File: src/rtl/mult_arbiter.sv
// mult_arbiter: shares one pipelined 8x8 multiplier among NREQ requesters, returns products in issue order.
// Define MULT_ARB_FIXED_PRIO_EN for lowest-index-wins priority instead of round-robin.
module mult_arbiter #(
    parameter int NREQ       = 4,
    parameter int MULT_LAT   = 5,
    parameter int FIFO_DEPTH = 8,
    localparam int IDW       = $clog2(NREQ)
) (
    input  logic              clk,
    input  logic              rst,
    input  logic [NREQ-1:0]   req_valid,
    output logic [NREQ-1:0]   req_ready,
    input  logic [8*NREQ-1:0] req_a,
    input  logic [8*NREQ-1:0] req_b,
    output logic [7:0]        mul_a,
    output logic [7:0]        mul_b,
    input  logic [15:0]       mul_p,
    output logic              rsp_valid,
    input  logic              rsp_ready,
    output logic [IDW-1:0]    rsp_id,
    output logic [15:0]       rsp_data,
    output logic              busy
);
    localparam int PW  = FIFO_DEPTH > 1 ? $clog2(FIFO_DEPTH) : 1;
    localparam int CNW = $clog2(FIFO_DEPTH + 1);
    localparam int IFW = $clog2(MULT_LAT + 1);
    localparam int OW  = $clog2(FIFO_DEPTH + MULT_LAT + 1);

    logic [MULT_LAT-1:0] tag_vld;
    logic [IDW-1:0]      tag_id [MULT_LAT];
    logic [IDW-1:0]      fifo_id [FIFO_DEPTH];
    logic [15:0]         fifo_p [FIFO_DEPTH];
    logic [PW-1:0]       wp, rp;
    logic [CNW-1:0]      count;
    logic [IFW-1:0]      inflight;
    logic                allow, any, gnt, push, pop;
    logic [IDW-1:0]      g;

    // a pop this cycle only frees credit next cycle, since count is the registered value
    assign allow = ~rst && (OW'(inflight) + OW'(count) < OW'(FIFO_DEPTH));
    assign gnt   = any & allow;

`ifdef MULT_ARB_FIXED_PRIO_EN
    always_comb begin
        any = 1'b0;
        g   = '0;
        for (int k = NREQ - 1; k >= 0; k--)
            if (req_valid[k]) begin
                any = 1'b1;
                g   = IDW'(k);
            end
    end
`else
    logic [IDW-1:0] rr;
    always_comb begin
        any = 1'b0;
        g   = '0;
        for (int k = NREQ - 1; k >= 0; k--)
            if (req_valid[(int'(rr) + k) % NREQ]) begin
                any = 1'b1;
                g   = IDW'((int'(rr) + k) % NREQ);
            end
    end

    always_ff @(posedge clk)
        if (rst) rr <= '0;
        else if (gnt) rr <= (int'(g) == NREQ - 1) ? '0 : g + 1'b1;
`endif

    assign req_ready = gnt ? NREQ'(1) << g : '0;
    assign mul_a     = gnt ? req_a[8*g +: 8] : '0;
    assign mul_b     = gnt ? req_b[8*g +: 8] : '0;
    assign push      = tag_vld[MULT_LAT-1];
    assign rsp_valid = ~rst && count != '0;
    assign pop       = rsp_valid & rsp_ready;
    assign rsp_id    = rsp_valid ? fifo_id[rp] : '0;
    assign rsp_data  = rsp_valid ? fifo_p[rp] : '0;
    assign busy      = ~rst && (inflight != '0 || count != '0);

    always_ff @(posedge clk) begin
        if (rst) begin
            tag_vld  <= '0;
            wp       <= '0;
            rp       <= '0;
            count    <= '0;
            inflight <= '0;
        end else begin
            tag_vld[0] <= gnt;
            for (int i = 1; i < MULT_LAT; i++) tag_vld[i] <= tag_vld[i-1];
            if (push) wp <= (int'(wp) == FIFO_DEPTH - 1) ? '0 : wp + 1'b1;
            if (pop) rp <= (int'(rp) == FIFO_DEPTH - 1) ? '0 : rp + 1'b1;
            count    <= count + CNW'(push) - CNW'(pop);
            inflight <= inflight + IFW'(gnt) - IFW'(push);
        end
    end

    always_ff @(posedge clk) begin
        tag_id[0] <= g;
        for (int i = 1; i < MULT_LAT; i++) tag_id[i] <= tag_id[i-1];
        if (push && !rst) begin
            fifo_id[wp] <= tag_id[MULT_LAT-1];
            fifo_p[wp]  <= mul_p;
        end
    end
endmodule

File: config.mk
export PLATFORM = sky130hd
export DESIGN_NAME = mult_arbiter
export DESIGN_NICKNAME = d
export VERILOG_FILES = /design/src/rtl/mult_arbiter.sv
export SDC_FILE = /design/constraint.sdc
export NUM_CORES = 1
export LEC_CHECK = 0
export ABC_AREA = 1
export CORE_MARGIN = 5
export CORE_UTILIZATION = 30
export DETAILED_ROUTE_END_ITERATION = 6
export PLACE_DENSITY = 0.51
export SYNTH_ARGS = -nofsm -noshare
export SYNTH_HDL_FRONTEND = slang
export SYNTH_SLANG_ARGS = --single-unit
File: constraint.sdc
create_clock -name clk -period 3.25 [get_ports clk]
set_input_delay 0.65 -clock clk [delete_from_list [all_inputs] [get_ports clk]]
set_output_delay 0.65 -clock clk [all_outputs]
set_load 0.1 [all_outputs]
=== Word level (Yosys, flattened, before mapping) ===
Memory sizes are Yosys's and may differ from the RTL's. A register that Yosys moved wholly into a read port is not among the register bits.
Index checks and enable logic that the tools add are counted.

* Memory bits (writable): 154
* Memories kept: 3
* Bits in registers: 20
* Input port bits: 87

{| class="wikitable"
|+ Memories
! name !! words !! width !! read ports !! clocked after Yosys merged registers in !! wr ports !! RTL line !! RTL
|-
| fifo_p || 8 || 16 || 1 || 1 || 1 || 32 || <nowiki>logic [15:0] fifo_p [FIFO_DEPTH];</nowiki>
|-
| fifo_id || 8 || 2 || 1 || 1 || 1 || 31 || <nowiki>logic [IDW-1:0] fifo_id [FIFO_DEPTH];</nowiki>
|-
| tag_id || 5 || 2 || 5 || 0 || 5 || 30 || <nowiki>logic [IDW-1:0] tag_id [MULT_LAT];</nowiki>
|}

* Reductions and logical operators: 11
* $add $sub $neg: 11
* Muxes and demuxes: 33
* Magnitude comparators: 5
* Equality and inequality tests: 3
* Shift operators: 3
* Bitwise operators: 6

{| class="wikitable"
|+ Operators by type and width
! kind !! count
|-
| $shiftx 32x6->8 || 2
|-
| $mux 3 || 6
|-
| $mux 16 || 1
|-
| $mux 8 || 2
|-
| $mux 1 || 13
|-
| $lt 3x4->1 const B || 3
|-
| $mux 2 || 6
|-
| $bmux 1 s2 || 4
|-
| $add 3x1->3 const B || 2
|-
| $eq 3x1->1 const B || 2
|-
| $reduce_or 2->1 || 3
|-
| $add 2x1->2 const B || 2
|-
| $add 2x2->2 const B || 2
|-
| $add 3x4->4 || 1
|-
| $add 4x1->4 || 1
|-
| $logic_and 1x1->1 || 4
|-
| $lt 4x4->1 const B || 1
|-
| $mux 4 || 1
|-
| $reduce_bool 4->1 || 1
|-
| $shl 1x2->4 const A || 1
|-
| $sub 4x1->4 || 1
|-
| $add 3x1->3 || 1
|-
| $and 1x1->1 const A || 3
|-
| $lt 2x3->1 const B || 1
|-
| other kinds (7) || 8
|}

=== Logic depth before layout (Yosys ltp) ===
Gate-level depths: netlist (run 1).

* Depth in word-level cells: 13
* Gate-level depth with buffers: 16
* Gate-level depth less buffers: 14

=== Worst setup path before layout (run 1) ===
OpenSTA, ideal clock, no wires.

* Path kind: input to output
* From: input port rst
* To: output port rsp_data[10]
* Data required time: 2.600 ns
* Buffers on the path: 2
* Stages: 5
* Setup slack: -1.202 ns
* Arrival time: 3.802 ns
* Cell sequence: clkbuf_1 a31oi_1 clkbuf_1 o21ai_0 a31oi_1

* Longest elaborated chain between the ends: 3

{| class="wikitable"
|+ Ends and longest elaborated chain
! item !! RTL line !! RTL
|-
| from (decl) || 10 || <nowiki>input logic rst,</nowiki>
|-
| $not 1->1 || 74 || <nowiki>assign rsp_valid = ~rst && count != '0;</nowiki>
|-
| $logic_and 1x1->1 || 74 ||
|-
| via rsp_valid || 18 || <nowiki>output logic rsp_valid,</nowiki>
|-
| $mux 16 || 77 || <nowiki>assign rsp_data = rsp_valid ? fifo_p[rp] : '0;</nowiki>
|-
| to (decl) || 21 || <nowiki>output logic [15:0] rsp_data,</nowiki>
|}

The timed path passes the listed nets, and every way through them passes these cells.

=== Worst setup path in the final report (run 1) ===
* From: register rr[0]
* To: output port mul_a[6]

* Longest elaborated chain between the ends: 10

{| class="wikitable"
|+ Ends and longest elaborated chain
! item !! RTL line !! RTL
|-
| from (decl) || 54 || <nowiki>logic [IDW-1:0] rr;</nowiki>
|-
| from (signal assigned) || 67 || <nowiki>else if (gnt) rr <= (int'(g) == NREQ - 1) ? '0 : g + 1'b1;</nowiki>
|-
| $add 2x2->2 || 59, 61 ||
|-
| $bmux 1 s2 || 59 || <nowiki>if (req_valid[(int'(rr) + k) % NREQ]) begin</nowiki>
|-
| $mux 1 (implied by the code) (2 in series) || 59 ||
|-
| $mux 2 or $mux 1 (tied branches) (4 in series) || 59 ||
|-
| $shiftx 32x6->8 or $and 1x1->1 (tied branches) || 71, 41 ||
|-
| $mux 8 (*) || 71 || <nowiki>assign mul_a = gnt ? req_a[8*g +: 8] : '0;</nowiki>
|-
| to (decl) || 15 || <nowiki>output logic [7:0] mul_a,</nowiki>
|}

Every way passes the cells marked *; elsewhere a longest branch is shown, timed or not. The select of a mux whose other input is x is not followed.

==> results of run 1 <==
==> cell families (layout without fill, tap and decap cells) <==
logic type / count (synthesis) / after routing
AOI/OAI and AO/OA: 164 / 164
adders and majority gates: 19 / 19
and+or+nand+nor: 277 / 278
xor gates and xnor gates: 5 / 5
other: 0 / 1
buffers and inverters: 136 / 298
DFF: 177 / 177
==> timing repair <==
action | in CTS | in global routing
endpoints found under the setup margin | 18 | 19
buffers inserted | 6 | 2
pin swaps | 16 | 2
resized for setup | 28 | 7
cloned | 3 | 0
==> cell usage after synthesis, types with 2 or more instances <==
library cell / instances
edfxtp_1: 144
nor2_1: 133
o21ai_0: 97
inv_1: 87
nand2_1: 62
nand3_1: 59
dfxtp_1: 33
clkbuf_1: 27
a21oi_1: 22
a31oi_1: 19
o22ai_1: 18
ha_1: 17
nand3b_1: 16
buf_2: 8
buf_6: 5
clkinv_1: 3
xor2_1: 3
a211oi_1: 2
buf_1: 2
buf_4: 2
fa_1: 2
inv_2: 2
nand2_4: 2
nor3_1: 2
o31ai_1: 2
xnor2_1: 2
==> sequential cells by signal (all words and copies together), names as in the netlist, named ones only <==
| name | flops |
|---|---|
| rr | 2 |
| tag_vld | 5 |
| tag_id | 10 |
| rp | 3 |
| count | 4 |
| wp | 3 |
| fifo_id | 16 |
| fifo_p | 128 |
| inflight | 3 |
==> power by group <==
part           total, mW  internal, mW  switching [mW]
combinational       6.11          2.35            3.77
clock               2.00          1.20           0.806
sequential          2.70          2.62          0.0866
total               10.8          6.16            4.66
==> final cells by class <==
| class | instances | area (um^2) |
|---|---|---|
| multi-input combinational | 466 | 2740 |
| clock buffer | 20 | 437 |
| antenna | 1 | 2.50 |
| timing repair buffer | 176 | 2210 |
| tap | 335 | 419 |
| sequential | 177 | 4990 |
| inverter | 92 | 345 |
| clock inverter | 10 | 138 |
| fill | 2481 | 14800 |
==> path summary, 6_finish.rpt <==
kind	cells after the start	slack, ns	end	from
max	13	0.15	mul_a[6]	rr[0]
min	0	0.32	tag_id[0][9]	tag_id[0][7]
min reg2reg	0	0.32	tag_id[0][9]	tag_id[0][7]
max reg2reg	12	0.76	inflight[2]	inflight[2]
==> metal layers <==
layer  vias up  share of wire, %  global-route usage [%]
met5         -                 0                       0
met4         0               1.8                    4.42
met3        21               7.6                    5.17
met2       146                48                    22.6
met1      2806                42                    16.1
li1       2974                 -                       -
==> stage by stage <==
step | std cells | setup TNS, ns | hold slack (ns) | util, % | worst slack, ns
3_5_place_dp | 1235 | -0.865 | 0.312 | 40.1 | -0.0770
6_report | 1277 | 0 | 0.324 | 43.3 | 0.149
5_1_grt | 1277 | -0.00708 | 0.333 | 43.3 | -0.00708
3_3_place_gp | 1235 | -0.824 | 0.310 | 40.1 | -0.0763
2_1_floorplan | 778 | -0.158 | 0.310 | - | -0.158
4_1_cts | 1274 | 0 | 0.327 | 43.1 | 0.0637
==> summary.md, run 1 <==
| Metric | Value |
|---|---|
| Slew Limit Fails | 0 |
| Final min period | around 3.1 ns |
| Synth Area in Compound Gates | 11.2% |
| Buf/Inv on CP | 5 |
| Synth Warn # | 0 |
| Total power draw | roughly 11 mW |
| Ys flop type | edfxtp_1 |
| CP max stage delay | roughly 0.35 ns |
| Avg Synthesized Cell Area | ~10 um^2 |
| Fmax achieved | 322 MHz |
| Clk slew on worst S/H paths | 0.06 ns |
| DRC | 0 |
| Detailed placer's ending HPWL | 12500 um |
| Hold_buf cts | 0 |
| DR iter-0 viols | between 200 and 300 |
| Post-synth EDFFs | ~140 |
| Endpoint class of the critical path | output pin |
| Synth area leaders | edfxtp_1, dfxtp_1, nor2_1 |
| H-tree depth | 4 |
| Largest family of logic cells by synthesized area | simple AND/OR/NAND/NOR gates |
| Initial antenna violation count | 1 |
| WL/cell | 15.7 um |
| Yosys reg bits | between 150 and 200 |
| Layout cells sized above 1 | between 20% and 30% |
| Crit Path Category | register to output pin |
| LEAKAGE | 4.23 nW |
| Syn_nets | around 900 |
| Detail Route Antenna Nets | 0 |
| Starting Density | a little under a third |
| Routed vias/inst | about 4.7 |
| Critical Path Slowest Stage Cell | dfxtp_4 |
| # IOs | 127 |
| Final clock skew | 0.00883 ns |
| Mapped cell area | 7940 um^2 |
| Data required time of the worst path | ~2.6 ns |
| Largest area contributor in the netlist | edfxtp_1 |
| CP Launch Type | register |
| Largest net degree at the start of global routing | 41 |
| First-pass GRT wire length | roughly 33000 um |
| Die Ht | around 170 um |
| Mux share of post-synthesis cell area | 0% |
| Gr ovfl total | 0 |
| Gr usage total | between 10% and 20% |
| Final Cycle Share | roughly 95% |
| P&R area growth vs syn | 42.1% |
| Commonest non-fill, non-tap cells in the layout | edfxtp_1, nor2_1, o21ai_0 |
| Cell Pwr Density | 959 nW/um^2 |
| RePlAce Congestion | between 0.7 and 0.8 |
| Status | complete, no violations |
| CTS tree | done |
| DP Area | about 10000 um^2 |
| Cell Chain, Critical Path | buf_12 > xnor2_2 > nand2_1 > buf_4 > nand3_2 > nand2_2 > nand2_4 > buf_8 > bufbuf_16 > nand3b_1 > nand3_2 > a21oi_2 > buf_12 |
| Crit-path max FO | 11 |
| Num rows | between 50 and 60 |
| CP Data Arrival Time | ~2.5 ns |
| CTS sink count | 177 |
| Hold Path Class | register to register |
| Clk Latency, worst-skew pair | about 0.42 ns |
| Crit-path leading delay family | buffers and inverters |
| DR pass1 iterations | 4 |
| RSZ-0062 raised after global routing | true |
| Leading cell type in the layout, fill and taps excluded | edfxtp_1 |
| Max_cap viols | 0 |
| Clk buf depth | 2 |
| Synth unique cells | 33 |
| Asr flop ratio synth | 0% |
| Slew HR | between 50% and 60% |
| Root Buffer | clkbuf_16 |
| Post-Synth Simple-Gate Area | ~15% |
| Final hold violation count | 0 |
| Post-Route WL | approximately 20000 um |
| IO Port Bufs | around 130 |
| Slew @ Worst Pin | 0.627 ns |
| Final Net Count | roughly 1000 |
| Post-Synthesis Cells | ~780 |
| Num CTS Buffers | 17 |
| Vias in the first global route | 6041 |
| Via count | 5947 |
| Final setup fails | 0 |
| Top cell type's share of synthesized area | a little over half |
| Die Span X | approximately 170 um |
| Maximum VDD drop | 0.000855 V |
| Adder-cell share of the synthesized area | under 10% |
| Die area | between 20000 and 30000 um^2 |
| Placeable Area | approximately 26000 um^2 |
| Post-Synth XOR/XNOR Area | 0.551% |
| Register area share after synthesis | 62.8% |
| Post-route cell area | about 11000 um^2 |
(Power assumes the default switching activity.)
==> run 2: changes to the inputs <==
--- a/config.mk
+++ b/config.mk
@@ -7,9 +7,10 @@
 export LEC_CHECK = 0
 export ABC_AREA = 1
 export CORE_MARGIN = 5
-export CORE_UTILIZATION = 30
+export CORE_UTILIZATION = 45
 export DETAILED_ROUTE_END_ITERATION = 6
-export PLACE_DENSITY = 0.51
+export PLACE_DENSITY = 0.7
+export SETUP_SLACK_MARGIN = 0.5
 export SYNTH_ARGS = -nofsm -noshare
 export SYNTH_HDL_FRONTEND = slang
 export SYNTH_SLANG_ARGS = --single-unit
==> run 2 against run 1 <==
First-iteration DRC count increased by 76%. Sequential cell count stayed put. Clock skew about the same. Count of clock-buffer cells in the layout grew 9. Power is 21% higher.
==> summary.md, run 2 (synthesized netlist as in run 1, its figures left out) <==
| Metric | Value |
|---|---|
| Status | complete, no violations |
| Max FFs per register | 128 (unchanged) |
| Hold_buf cts | 0 (unchanged) |
| Detailed placer's ending HPWL | 13100 um (+5.4%) |
| Hold Path Origin | tag_id[0][2] |
| Slew Limit Fails | 0 (unchanged) |
| Post-place setup slack | -0.0555 ns (+0.0215 ns) |
| RSZ-0062 raised after global routing | true |
| Ant diodes | 0 (-1) |
| Placeable Area | 17300 um^2 (-34%) |
| Gr ovfl total | 0 (unchanged) |
| Sequential Power Share | 20.7% (-4.3 points) |
| Max_cap viols | 0 (unchanged) |
| CP Data Arrival Time | 2.48 ns (+0.03 ns) |
| Final Cycle Share | 96.4% (+0.93 points) |
| Vias in the first global route | 6902 (+14%) |
| DRC | 0 (unchanged) |
| Data required time of the worst path | 2.60 ns (about the same) |
| Cell Pwr Density | 1020 nW/um^2 (+6.6%) |
| NetSw | 5.85 mW (+26%) |
| Gr usage total | 22.3% (+8.8 points) |
| Final Net Count | 1072 (+3.5%) |
| Routed vias/inst | 5.44 (+17%) |
| P&R area growth vs syn | 61.7% |
| RePlAce Congestion | 0.924 (+19%) |
| Leading cell type in the layout, fill and taps excluded | edfxtp_1 |
| Final hold violation count | 0 (unchanged) |
| WL/cell | 19.3 um (+23%) |
| Initial antenna violation count | 0 (-1) |
| Detail Route Antenna Nets | 0 (unchanged) |
| CTS sink count | 177 (unchanged) |
| Die Span X | 143 um (-17%) |
| Top Registers | fifo_p x128, fifo_id x16, tag_id x10 |
| CP Launch Type | register |
| Post-route cell area | 12800 um^2 (+14%) |
| Clk buf depth | 2 (unchanged) |
| Final WS setup | 0.119 ns (-0.0301 ns) |
| Placed cell count | 1132 (-8.3%) |
| Die Ht | 143 um (-17%) |
| Final min period | 3.13 ns (+0.0301 ns) |
| Commonest non-fill, non-tap cells in the layout | edfxtp_1, nor2_1, clkdlybuf4s50_1 |
| Worst r2r src | count[1] |
| Cell Int Power | 7.27 mW (+18%) |
| # IOs | 127 (unchanged) |
| Crit Path Category | register to output pin |
| Crit. Startpoint | rr[0] |
| DR iter-0 viols | 493 (+76%) |
| Layout cells sized above 1 | 35.2% (+15 points) |
| Clk Latency, worst-skew pair | 0.42 ns (about the same) |
| Post-Route WL | 23300 um (+16%) |
| Root Buffer | clkbuf_16 |
| H-tree depth | 4 (unchanged) |
| Final core utilization | 74.2% (+31 points) |
| Endpoint class of the critical path | output pin |
| CTS tree | done |
| Final setup fails | 0 (unchanged) |
| Largest net degree at the start of global routing | 42 (+2.4%) |
| Num rows | 48 (-19%) |
| Total power draw | 13.1 mW (+21%) |
| Final Non-Filler Cells | 1204 (-5.7%) |
| Die area | 20400 um^2 (-32%) |
| Clk slew on worst S/H paths | 0.06 ns (about the same) |
| Crit-path max FO | 8 (-3) |
| DR pass1 iterations | 5 (+1) |
| Hold Path Class | register to register |
| DP Area | 11100 um^2 (+6.5%) |
| Final clock skew | 0.00871 ns (-0.000114 ns) |
| Combinational Power Share | 64.3% (+7.8 points) |
| Slew @ Worst Pin | 0.569 ns (-0.0577 ns) |
| Reg with most FFs | fifo_p |
| Slew HR | 62.0% (+3.8 points) |
| Switching Share | 44.6% (+1.5 points) |
| LEAKAGE | 4.81 nW (+14%) |
| Min Hold Slack | 0.326 ns (+0.00229 ns) |
| IO Port Bufs | 126 (unchanged) |
| Fmax achieved | 319 MHz (-0.96%) |
| Starting Density | 45.9% (+15 points) |
| Via count | 6548 (+10%) |
| Clock share of power | 14.9% (-3.6 points) |
| Setup Total Neg Slack | 0 ns (unchanged) |
| Num CTS Buffers | 17 (unchanged) |
| First-pass GRT wire length | 35400 um (+8.4%) |
| Maximum VDD drop | 0.000964 V (+13%) |
run 2: changes by cell type in the layout (fill, tap and decap cells not counted), moves of 16 or more:
| cell | previous run | this run |
|---|---|---|
| nand3_1 | 55 | 9 |
| nand2_1 | 58 | 17 |
| nand2_2 | 4 | 29 |
| nand3_4 | 1 | 25 |
| nand3_2 | 4 | 26 |
| o21ai_0 | 95 | 73 |
| a21oi_4 | 0 | 16 |
run 2: power by group through the flow:
stage	sequential [mW]	clock (mW)	combinational (mW)
6_report	2.72	1.96	8.44
5_1_grt	2.73	2.09	8.80
4_1_cts	2.71	1.98	8.02
3_5_place_dp	2.74	0	6.78
3_3_place_gp	2.73	0	6.66
2_1_floorplan	2.71	0	4.83
run 2: final timing paths:
kind / slack (ns) / endpoint / cells past startpoint
max: 0.12 / mul_a[6] / 16
min: 0.33 / tag_id[0][4] / 0
max reg2reg: 0.49 / inflight[2] / 13
min reg2reg: 0.33 / tag_id[0][4] / 0
run 2: layer usage:
layer	global-route usage [%]	part of all wire, %
met5	0	0
met2	40.1	52
met4	8.30	2.4
met1	26.1	38
met3	4.92	7.0
run 2: final cells by class:
| cell class | instances | area (um^2) |
|---|---|---|
| clock buffers | 29 | 567 |
| clock inverters | 3 | 16.3 |
| fillers | 1040 | 4460 |
| inverters | 92 | 394 |
| multi-input cells | 465 | 3740 |
| flip-flops and latches | 177 | 5000 |
| well taps | 225 | 282 |
| repair buffers | 213 | 2840 |
run 2: timing repair:
item,4_1_cts,5_1_grt
pin swaps,38,40
gates resized for setup,110,57
cloned,10,3
endpoints found under the hold margin,0,0
buffers inserted,19,8
setup endpoints to repair,39,39
run 2: worst max-delay path: stages (launching register included):
cell	delay [ns]
dfxtp_2	0.32
buf_8	0.14
buf_6	0.13
nand2_4	0.07
nand2_2	0.06
inv_2	0.06
nand2_2	0.08
nand2_2	0.10
inv_4	0.05
nand3_4	0.12
buf_12	0.13
nand2_8	0.08
buf_16	0.17
nand2_4	0.07
nand3_4	0.08
a21oi_4	0.20
buf_12	0.19
